[src/rtl/serial_adder.sv]
// Digit-serial adder: adds two WIDTH-bit operands plus carry-in, DIGIT bits per clock.
// Optional signed-overflow output enabled by defining SERIAL_ADDER_OVF_EN.
`timescale 1ns/1ps

module serial_adder #(
  parameter int unsigned WIDTH = 8,
  parameter int unsigned DIGIT = 1
) (
  input  logic             clk,
  input  logic             rst,
  input  logic             start,
  output logic             ready,
  input  logic [WIDTH-1:0] a,
  input  logic [WIDTH-1:0] b,
  input  logic             c_in,
  output logic [WIDTH-1:0] suma,
  output logic             c_out,
  output logic             busy,
  output logic             done
`ifdef SERIAL_ADDER_OVF_EN
  ,
  output logic             ovf
`endif
);

  localparam int unsigned N     = WIDTH / DIGIT;
  localparam int unsigned CNT_W = (N > 1) ? $clog2(N) : 1;
  localparam int unsigned DW    = DIGIT + 1;
  localparam logic [CNT_W-1:0] LAST = CNT_W'(N - 1);

  typedef enum logic [1:0] {
    ST_IDLE = 2'd0,
    ST_RUN  = 2'd1,
    ST_DONE = 2'd2
  } state_e;

  state_e           state_q, state_d;
  logic [WIDTH-1:0] a_q, a_d;
  logic [WIDTH-1:0] b_q, b_d;
  logic [WIDTH-1:0] sum_q, sum_d;
  logic [CNT_W-1:0] cnt_q, cnt_d;
  logic             carry_q, carry_d;
  logic             cout_q, cout_d;
  logic             ready_q, ready_d;
  logic             busy_q, busy_d;
  logic             done_q, done_d;
  logic [DW-1:0]    dsum;
`ifdef SERIAL_ADDER_OVF_EN
  logic             ovf_q, ovf_d;
  logic             msb_cin;
`endif

  // One digit of the addition: the low DIGIT bits of the operand shift registers.
  assign dsum = DW'(a_q[DIGIT-1:0]) + DW'(b_q[DIGIT-1:0]) + DW'(carry_q);
`ifdef SERIAL_ADDER_OVF_EN
  // Carry into the top bit of the digit, recovered from sum = a ^ b ^ cin.
  assign msb_cin = a_q[DIGIT-1] ^ b_q[DIGIT-1] ^ dsum[DIGIT-1];
`endif

  // Next-state, datapath and output decode.
  always_comb begin
    state_d = state_q;
    a_d     = a_q;
    b_d     = b_q;
    sum_d   = sum_q;
    cnt_d   = cnt_q;
    carry_d = carry_q;
    cout_d  = cout_q;
`ifdef SERIAL_ADDER_OVF_EN
    ovf_d   = ovf_q;
`endif

    case (state_q)
      ST_IDLE, ST_DONE: begin
        if (start) begin
          state_d = ST_RUN;
          a_d     = a;
          b_d     = b;
          carry_d = c_in;
          cnt_d   = '0;
        end else begin
          state_d = ST_IDLE;
        end
      end
      ST_RUN: begin
        for (int unsigned i = 0; i < N; i++) begin
          if (cnt_q == CNT_W'(i)) begin
            sum_d[i*DIGIT +: DIGIT] = dsum[DIGIT-1:0];
          end
        end
        carry_d = dsum[DIGIT];
        a_d     = a_q >> DIGIT;
        b_d     = b_q >> DIGIT;
`ifdef SERIAL_ADDER_OVF_EN
        if (cnt_q == '0) begin
          ovf_d = 1'b0;
        end
`endif
        if (cnt_q == LAST) begin
          state_d = ST_DONE;
          cnt_d   = '0;
          cout_d  = dsum[DIGIT];
`ifdef SERIAL_ADDER_OVF_EN
          ovf_d   = msb_cin ^ dsum[DIGIT];
`endif
        end else begin
          cnt_d = cnt_q + CNT_W'(1);
        end
      end
      default: begin
        state_d = ST_IDLE;
      end
    endcase

    // Handshake flags are registered copies of the next-state decode.
    ready_d = (state_d != ST_RUN);
    busy_d  = (state_d == ST_RUN);
    done_d  = (state_d == ST_DONE);
  end

  always_ff @(posedge clk) begin
    if (rst) begin
      state_q <= ST_IDLE;
      a_q     <= '0;
      b_q     <= '0;
      sum_q   <= '0;
      cnt_q   <= '0;
      carry_q <= 1'b0;
      cout_q  <= 1'b0;
      ready_q <= 1'b1;
      busy_q  <= 1'b0;
      done_q  <= 1'b0;
`ifdef SERIAL_ADDER_OVF_EN
      ovf_q   <= 1'b0;
`endif
    end else begin
      state_q <= state_d;
      a_q     <= a_d;
      b_q     <= b_d;
      sum_q   <= sum_d;
      cnt_q   <= cnt_d;
      carry_q <= carry_d;
      cout_q  <= cout_d;
      ready_q <= ready_d;
      busy_q  <= busy_d;
      done_q  <= done_d;
`ifdef SERIAL_ADDER_OVF_EN
      ovf_q   <= ovf_d;
`endif
    end
  end

  assign ready = ready_q;
  assign busy  = busy_q;
  assign done  = done_q;
  assign suma  = sum_q;
  assign c_out = cout_q;
`ifdef SERIAL_ADDER_OVF_EN
  assign ovf   = ovf_q;
`endif

endmodule
[config.mk]
export PLATFORM = sky130hd
export DESIGN_NAME = serial_adder
export DESIGN_NICKNAME = d
export VERILOG_FILES = /design/src/rtl/serial_adder.sv
export SDC_FILE = /design/constraint.sdc
export NUM_CORES = 1
export LEC_CHECK = 0
export ABC_AREA = 1
export CORE_MARGIN = 4
export CORE_UTILIZATION = 31
export CTS_CLUSTER_DIAMETER = 120
export DETAILED_ROUTE_END_ITERATION = 8
export DONT_BUFFER_PORTS = 1
export GPL_TIMING_DRIVEN = 0
export PLACE_DENSITY_LB_ADDON = 0.3
export SKIP_CTS_REPAIR_TIMING = 1
export SLEW_MARGIN = 20
export SYNTH_ARGS = -nofsm -noshare
export SYNTH_HDL_FRONTEND = slang
export SYNTH_SLANG_ARGS = --single-unit
[constraint.sdc]
create_clock -name clk -period 1.4 [get_ports clk]
set_clock_uncertainty 0.2 [all_clocks]
set_input_delay 0.28 -clock clk [delete_from_list [all_inputs] [get_ports clk]]
set_output_delay 0.28 -clock clk [all_outputs]
set_load 0.05 [all_outputs]
# Word level (Yosys, flattened, before mapping)
# Cells that the tools add are included.
# classes
reduce_logical	13
n_addsub	3
mux	12
eq_ne	13
# ops
cell	count
case mux 8 bit (2 select lines)	2
AND reduction 2 bit	9
2-to-1 mux 8 bit	2
== test 3 bit (second input constant)	4
== test 3 x 2 -> 1 bit (second input constant)	2
2-to-1 mux 3 bit	2
case mux 3 bit (2 select lines)	1
== test 2 x 1 -> 1 bit (second input constant)	2
== test 2 bit (second input constant)	2
case mux 2 bit (2 select lines)	1
adder 3 x 1 -> 3 bit (second input constant)	1
== test 3 x 1 -> 1 bit (second input constant)	1
logical NOT 3 bit	1
adder 1 x 1 -> 2 bit	1
adder 2 x 1 -> 2 bit	1
logical NOT 2 bit	1
2-to-1 mux 1 bit	2
2-to-1 mux 2 bit	1
!= test 2 x 1 -> 1 bit (second input constant)	1
!= test 2 bit (second input constant)	1
case mux 1 bit (2 select lines)	1
nonzero test 2 bit	1
OR reduction 2 bit	1
# word_totals
inputBits	20
reg_bits	34
output_inout_bits	12

# Longest topological paths before layout
# Gate-level depths: netlist of the first run.
# logic_depth
word_depth	4
ltp_mapped	7

# Least setup slack after synthesis of the first run
# OpenSTA, ideal clock, no wires.
# synth_path
path_type	reg2reg
start	reg a_q[0]
end	reg sum_q[4], in the netlist suma[4]
path_stages_with_launch	6
required_ps	1086
synth_period_minus_slack_ps	1394
t_arrival_ps	1079
setup_slack_ps	6
setup_ps	114
path_buffers	0
path_cell_list	dfxtp_1 -> fa_1 -> inv_1 -> nand2_1 -> nand2_1 -> nor2_1
# synth_between
elab_chain_cells	2
# synth_lines
element	line_no	text
start, declared	38	logic [WIDTH-1:0] a_q, a_d;
start signal, assigned	124	a_q <= '0;
start signal, assigned	138	a_q <= a_d;
adder 1 x 1 -> 2 bit	54	assign dsum = DW'(a_q[DIGIT-1:0]) + DW'(b_q[DIGIT-1:0]) + DW'(carry_q);
adder 2 x 1 -> 2 bit	54	
net dsum[0]	47	logic [DW-1:0] dsum;
end signal, assigned	140	sum_q <= sum_d;
end, declared	40	logic [WIDTH-1:0] sum_q, sum_d;
# The timed path passes the listed nets, and every way through them passes these cells.
# A chain may end at the register's enable or synchronous reset.

# Final worst setup path of the first run
# layout_path
start	reg carry_q
end	reg sum_q[1], in the netlist suma[1]
# layout_between
elab_chain_cells	1
# layout_lines
element	line_no	text
start, declared	42	logic carry_q, carry_d;
start signal, assigned	142	carry_q <= carry_d;
adder 2 x 1 -> 2 bit	54	
net dsum[0]	47	
# The timed path passes the listed nets, and every way through them passes these cells.

==> summary.txt, run 1 <==
status -> complete, but fails checks
failing checks -> negative setup slack
Yosys top cell area share -> 38.8%
final WL -> 4.31 mm
H-tree lvl count -> 2
total grt overflow -> 0
commonest non-fill, non-tap cell in the layout -> nand2_1
CTS root buf -> clkbuf_8
Iter 0 DRT Violations -> 89
worst-path fanout max -> 6
Clock Path Buffers -> 2
layout cell share with drive strength beyond 1 -> 23.9%
post-synthesis sequential area ratio -> 38.8%
CTS sink cnt -> 34
CP arrival -> 1.48 ns
WP depth -> 5
leakage power -> 1.11 nW
CP max stage delay -> 0.63 ns
Die Span X -> 83.3 microns
fin crit share -> 104%
critical path type -> reg -> reg
final setup margin -> -0.0625 ns
unrepaired setup endpoints after global routing -> true
Reg2Reg Capture Point -> suma[1]
final setup fails -> 9
synthesized net count -> 287
depth of the most critical reg-to-reg path -> 5
Initial Util -> 31.9%
Avg Cell Area, Syn -> 6.78 sq um
Worst-path clk slew -> 0.06 ns
largest net degree at the start of global routing -> 11
Crit path max-delay family -> adder cells
top cells by area, synth -> dfxtp_1, nand2_1, nand3_1
Fin. Hold Viols -> 0
Design Area, Final -> 2390 sq um
slowest cell on the critical path -> fa_2
Peak VDD IR -> 483 uV
CP endpoint kind -> register
DRC violations left -> 0
Final HPWL DP -> 2.81 mm
post-synth top area cell -> dfxtp_1
Cell Pwr Density -> 995 nW/um^2
CP Launch Point -> carry_q
post-synthesis cell area -> 1760 sq um
CTS tree -> yes
Yosys Warn Count -> 0
Final Net Count -> 322
Synth cell types -> 20
drt pass-1 iters -> 4
filler instances -> 548
Syn Inst Count -> 259
Buffers on Ports -> 0
#FFs+latches synth -> 34
GRT Overall Usage -> 12.1%
Max Cap Viol -> 0
Die Y -> 83.3 microns
CP required -> 1.42 ns
vias in the first global route -> 1431
via count -> 1644
commonest non-fill, non-tap cells in the layout -> nand2_1, nor2_1, inv_1
total power -> 2.38 mW
die area -> 6930 sq um
crit start category -> register
Critical Path End -> suma[1]
wire length per cell -> 11.8 microns
pre-CTS WS -> -0.119 ns
number of buffers created by CTS -> 5
I/O pin count -> 32
Hold WC Path Type -> in -> reg
TNS Setup -> -0.432 ns
max-slew violations -> 0
Clock Latency Late Sink -> 0.28 ns
area growth from synthesis to layout -> 36.1%
first-pass GRT wire length -> 6.86 mm
minimum clock period -> 1.46 ns
vias per inst -> 4.50
initial antenna violation count -> 0
CP cell instances -> fa_2, inv_4, nand2_1, nand2_1, nor2_1
Post-DP Area -> 1850 sq um
f_max -> 0.684 GHz
cell mode on critical path -> nand2_1
DRT antenna net count -> 0
Slew Limit Headroom -> 64.7%
Worst-Margin Slew -> 0.529 ns
RR Startpoint -> carry_q
Hold WS -> 0.0349 ns
GPL Wtd Cong -> 0.774
diode count -> 0
worst reg2reg setup slack -> -0.06 ns
worst path bufs/invs -> 1
row count -> 27
core area -> 5510 sq um
[kinds of logic (layout without fill, tap and decap cells)]
| group | Yosys count | in the layout | synth area share (%) |
|---|---|---|---|
| buf+inv | 53 | 87 | 13.8 |
| fa+ha+maj | 8 | 8 | 6.13 |
| simple gates | 155 | 155 | 38.8 |
| compound gates | 9 | 9 | 2.57 |
| flops | 34 | 34 | 38.8 |
[power by group]
group          switching (mW)  leakage (nW)  internal [mW]
Combinational           0.293         0.779          0.263
Clock                   0.336        0.0431          0.379
Sequential             0.0674         0.286           1.04
Total                   0.696          1.11           1.68
[worst min path at each step]
| stage | slack [ns] | cells past startpoint | from | end |
|---|---|---|---|---|
| after global routing | 0.06 | 4 | c_in | carry_q |
| after CTS | -0.07 | 2 | b[2] | b_q[2] |
| after detailed placement | 0.23 | 2 | b[2] | b_q[2] |
| after floorplan | 0.22 | 2 | a[3] | a_q[3] |
| after global placement | 0.22 | 2 | b[3] | b_q[3] |
| final | 0.03 | 4 | c_in | carry_q |
[sequential cells by signal, indices dropped and copies added, names as in the netlist]
name	count
done	1
b_q	8
suma	8
ready	1
cnt_q	3
c_out	1
carry_q	1
state_q	2
a_q	8
busy	1
[stage by stage]
stage	utilization, %	cells
floorplan	-	259
global placement	33.5	331
detailed placement	33.5	331
CTS	35.0	337
global route	43.4	365
finish	43.4	365
[cells in the mapped netlist (all sizes together)]
| cell | number |
|---|---|
| inv | 39 |
| nand3 | 36 |
| dfxtp | 34 |
| o21ai | 2 |
| and2 | 1 |
| fa | 1 |
| nor3 | 14 |
| buf | 13 |
| a21oi | 7 |
| clkinv | 1 |
| nand2 | 62 |
| ha | 7 |
| nor2 | 39 |
| nand3b | 3 |
[area by class of cell]
type                    count  area, sq um  area share (%)
multi-input cells         172          925            38.7
flip-flops and latches     34          703            29.4
repair buffers             28          297            12.4
inverters                  40          160            6.71
plain buffers              13          131            5.50
well taps                  72         90.1            3.77
clock buffers               6         82.6            3.46
[worst register-to-register path, stage by stage, from the launching register on]
cell	delay, ns
dfxtp_2	0.33
fa_2	0.63
inv_4	0.06
nand2_1	0.06
nand2_1	0.04
nor2_1	0.08
[per-layer routing]
metal	vias to the layer above	track usage (%)	part of all wire [%]
li1	862	-	-
met1	737	15.2	46
met2	40	18.9	46
met3	5	4.56	6.9
met4	0	4.46	1.3
met5	-	0	0
Note: power is estimated with default switching activity, not from simulation.
==> run 2: changes to the inputs <==
--- a/config.mk
+++ b/config.mk
@@ -13,6 +13,7 @@
 export DONT_BUFFER_PORTS = 1
 export GPL_TIMING_DRIVEN = 0
 export PLACE_DENSITY_LB_ADDON = 0.3
+export RECOVER_POWER = 100
 export SKIP_CTS_REPAIR_TIMING = 1
 export SLEW_MARGIN = 20
 export SYNTH_ARGS = -nofsm -noshare
==> constraint.sdc (replaced) <==
create_clock -name clk -period 1.4 [get_ports clk]
set_clock_uncertainty 0.2 [all_clocks]
set_input_delay 0.28 -clock clk [delete_from_list [all_inputs] [get_ports clk]]
set_output_delay 0.28 -clock clk [all_outputs]
set_load 0.005 [all_outputs]
==> run 2 against run 1 <==
The run still ends with negative setup slack left; critical endpoint unchanged; die area stayed put; critical path type unchanged; design area is 1.7% lower; final cell count stayed put; setup slack better by 0.0017 ns; maximum frequency is 0.11% higher.
==> summary.txt, run 2 (synthesis gave the netlist of run 1 again) <==
status -> complete, but fails checks (unchanged)
failing checks -> negative setup slack (unchanged)
dpl cells -> 331 (unchanged)
CTS tree -> yes (unchanged)
H-tree lvl count -> 2 (unchanged)
Layout Utilization -> 42.6% (was 43.4%)
first-pass GRT wire length -> 6.86 mm (unchanged)
number of buffers created by CTS -> 5 (unchanged)
TNS Setup -> -0.422 ns (was -0.432 ns)
Fin. Hold Viols -> 0 (unchanged)
minimum clock period -> 1.46 ns (about the same)
leakage power -> 1.10 nW (was 1.11 nW)
Worst-Margin Slew -> 0.221 ns (was 0.529 ns)
final WL -> 4.29 mm (was 4.31 mm)
fin crit share -> 104% (about the same)
I/O pin count -> 32 (unchanged)
Buffers on Ports -> 0 (unchanged)
critical path type -> reg -> reg (unchanged)
pre-CTS WS -> -0.118 ns (was -0.119 ns)
Final Net Count -> 322 (unchanged)
Post-DP Area -> 1850 sq um (unchanged)
final setup fails -> 9 (unchanged)
unrepaired setup endpoints after global routing -> true (unchanged)
drt pass-1 iters -> 4 (unchanged)
GRT Overall Usage -> 12.1% (unchanged)
layout cell share with drive strength beyond 1 -> 21.5% (was 23.9%)
largest net degree at the start of global routing -> 11 (unchanged)
total grt overflow -> 0 (unchanged)
Cell Pwr Density -> 991 nW/um^2 (was 995 nW/um^2)
max-slew violations -> 0 (unchanged)
commonest non-fill, non-tap cells in the layout -> nand2_1, nor2_1, inv_1 (unchanged)
final setup margin -> -0.0608 ns (was -0.0625 ns)
DRC violations left -> 0 (unchanged)
initial antenna violation count -> 0 (unchanged)
Peak VDD IR -> 487 uV (was 483 uV)
Post-Layout Cell Count -> 365 (unchanged)
Hold WC Path Type -> in -> reg (unchanged)
vias per inst -> 4.49 (was 4.50)
area growth from synthesis to layout -> 33.7% (was 36.1%)
CTS root buf -> clkbuf_8 (unchanged)
Hold WS -> 0.0352 ns (was 0.0349 ns)
Slew Limit Headroom -> 85.2% (was 64.7%)
Initial Util -> 31.9% (unchanged)
Clock Latency Late Sink -> 0.28 ns (about the same)
f_max -> 0.685 GHz (was 0.684 GHz)
Die Y -> 83.3 microns (unchanged)
Die Span X -> 83.3 microns (unchanged)
DRT antenna net count -> 0 (unchanged)
Design Area, Final -> 2350 sq um (was 2390 sq um)
row count -> 27 (unchanged)
GPL Wtd Cong -> 0.774 (unchanged)
via count -> 1638 (was 1644)
worst-path fanout max -> 6 (unchanged)
Clock Path Buffers -> 2 (unchanged)
CP endpoint kind -> register (unchanged)
total power -> 2.33 mW (was 2.38 mW)
commonest non-fill, non-tap cell in the layout -> nand2_1 (unchanged)
wire length per cell -> 11.7 microns (was 11.8 microns)
Final HPWL DP -> 2.81 mm (unchanged)
CP required -> 1.42 ns (about the same)
Iter 0 DRT Violations -> 77 (was 89)
Max Cap Viol -> 0 (unchanged)
core area -> 5510 sq um (unchanged)
CTS sink cnt -> 34 (unchanged)
CP arrival -> 1.48 ns (about the same)
vias in the first global route -> 1431 (unchanged)
diode count -> 0 (unchanged)
Worst-path clk slew -> 0.06 ns (about the same)
die area -> 6930 sq um (unchanged)
crit start category -> register (unchanged)
-- run 2: final cells by class --
cell class	count	area, sq um
plain buffers	13	128
clock buffers	6	82.6
fillers	549	3160
inverters	40	155
multi-input cells	172	917
flip-flops and latches	34	691
well taps	72	90.1
repair buffers	28	284
-- run 2: critical path, cell delays in order, from the launching register on --
cell,delay (ns)
dfxtp_2,0.33
fa_2,0.63
inv_4,0.06
nand2_1,0.06
nand2_1,0.04
nor2_1,0.08
-- run 2: power breakdown --
group | leakage, nW | internal [mW] | switching [mW] | total [mW]
sequential | 0.282 | 1.04 | 0.0317 | 1.07
clock | 0.0431 | 0.379 | 0.337 | 0.716
combinational | 0.771 | 0.253 | 0.290 | 0.542
-- run 2: final timing paths --
kind,from,end,slack (ns),depth (start not counted)
setup / recovery,carry_q,suma[1],-0.06,5
hold / removal,c_in,carry_q,0.04,4
setup reg to reg,carry_q,suma[1],-0.06,5
hold reg to reg,b_q[7],b_q[7],0.28,2
-- run 2: layer usage --
layer  part of all wire (%)  up-vias  GRT usage, %  wire length, microns
met5                      0        -             0                     0
met2                     46       35          18.9                  1990
met4                    1.4        0          4.46                    60
met3                    6.4        5          4.56                   276
li1                       -      862             -                     -
met1                     46      736          15.2                  1960
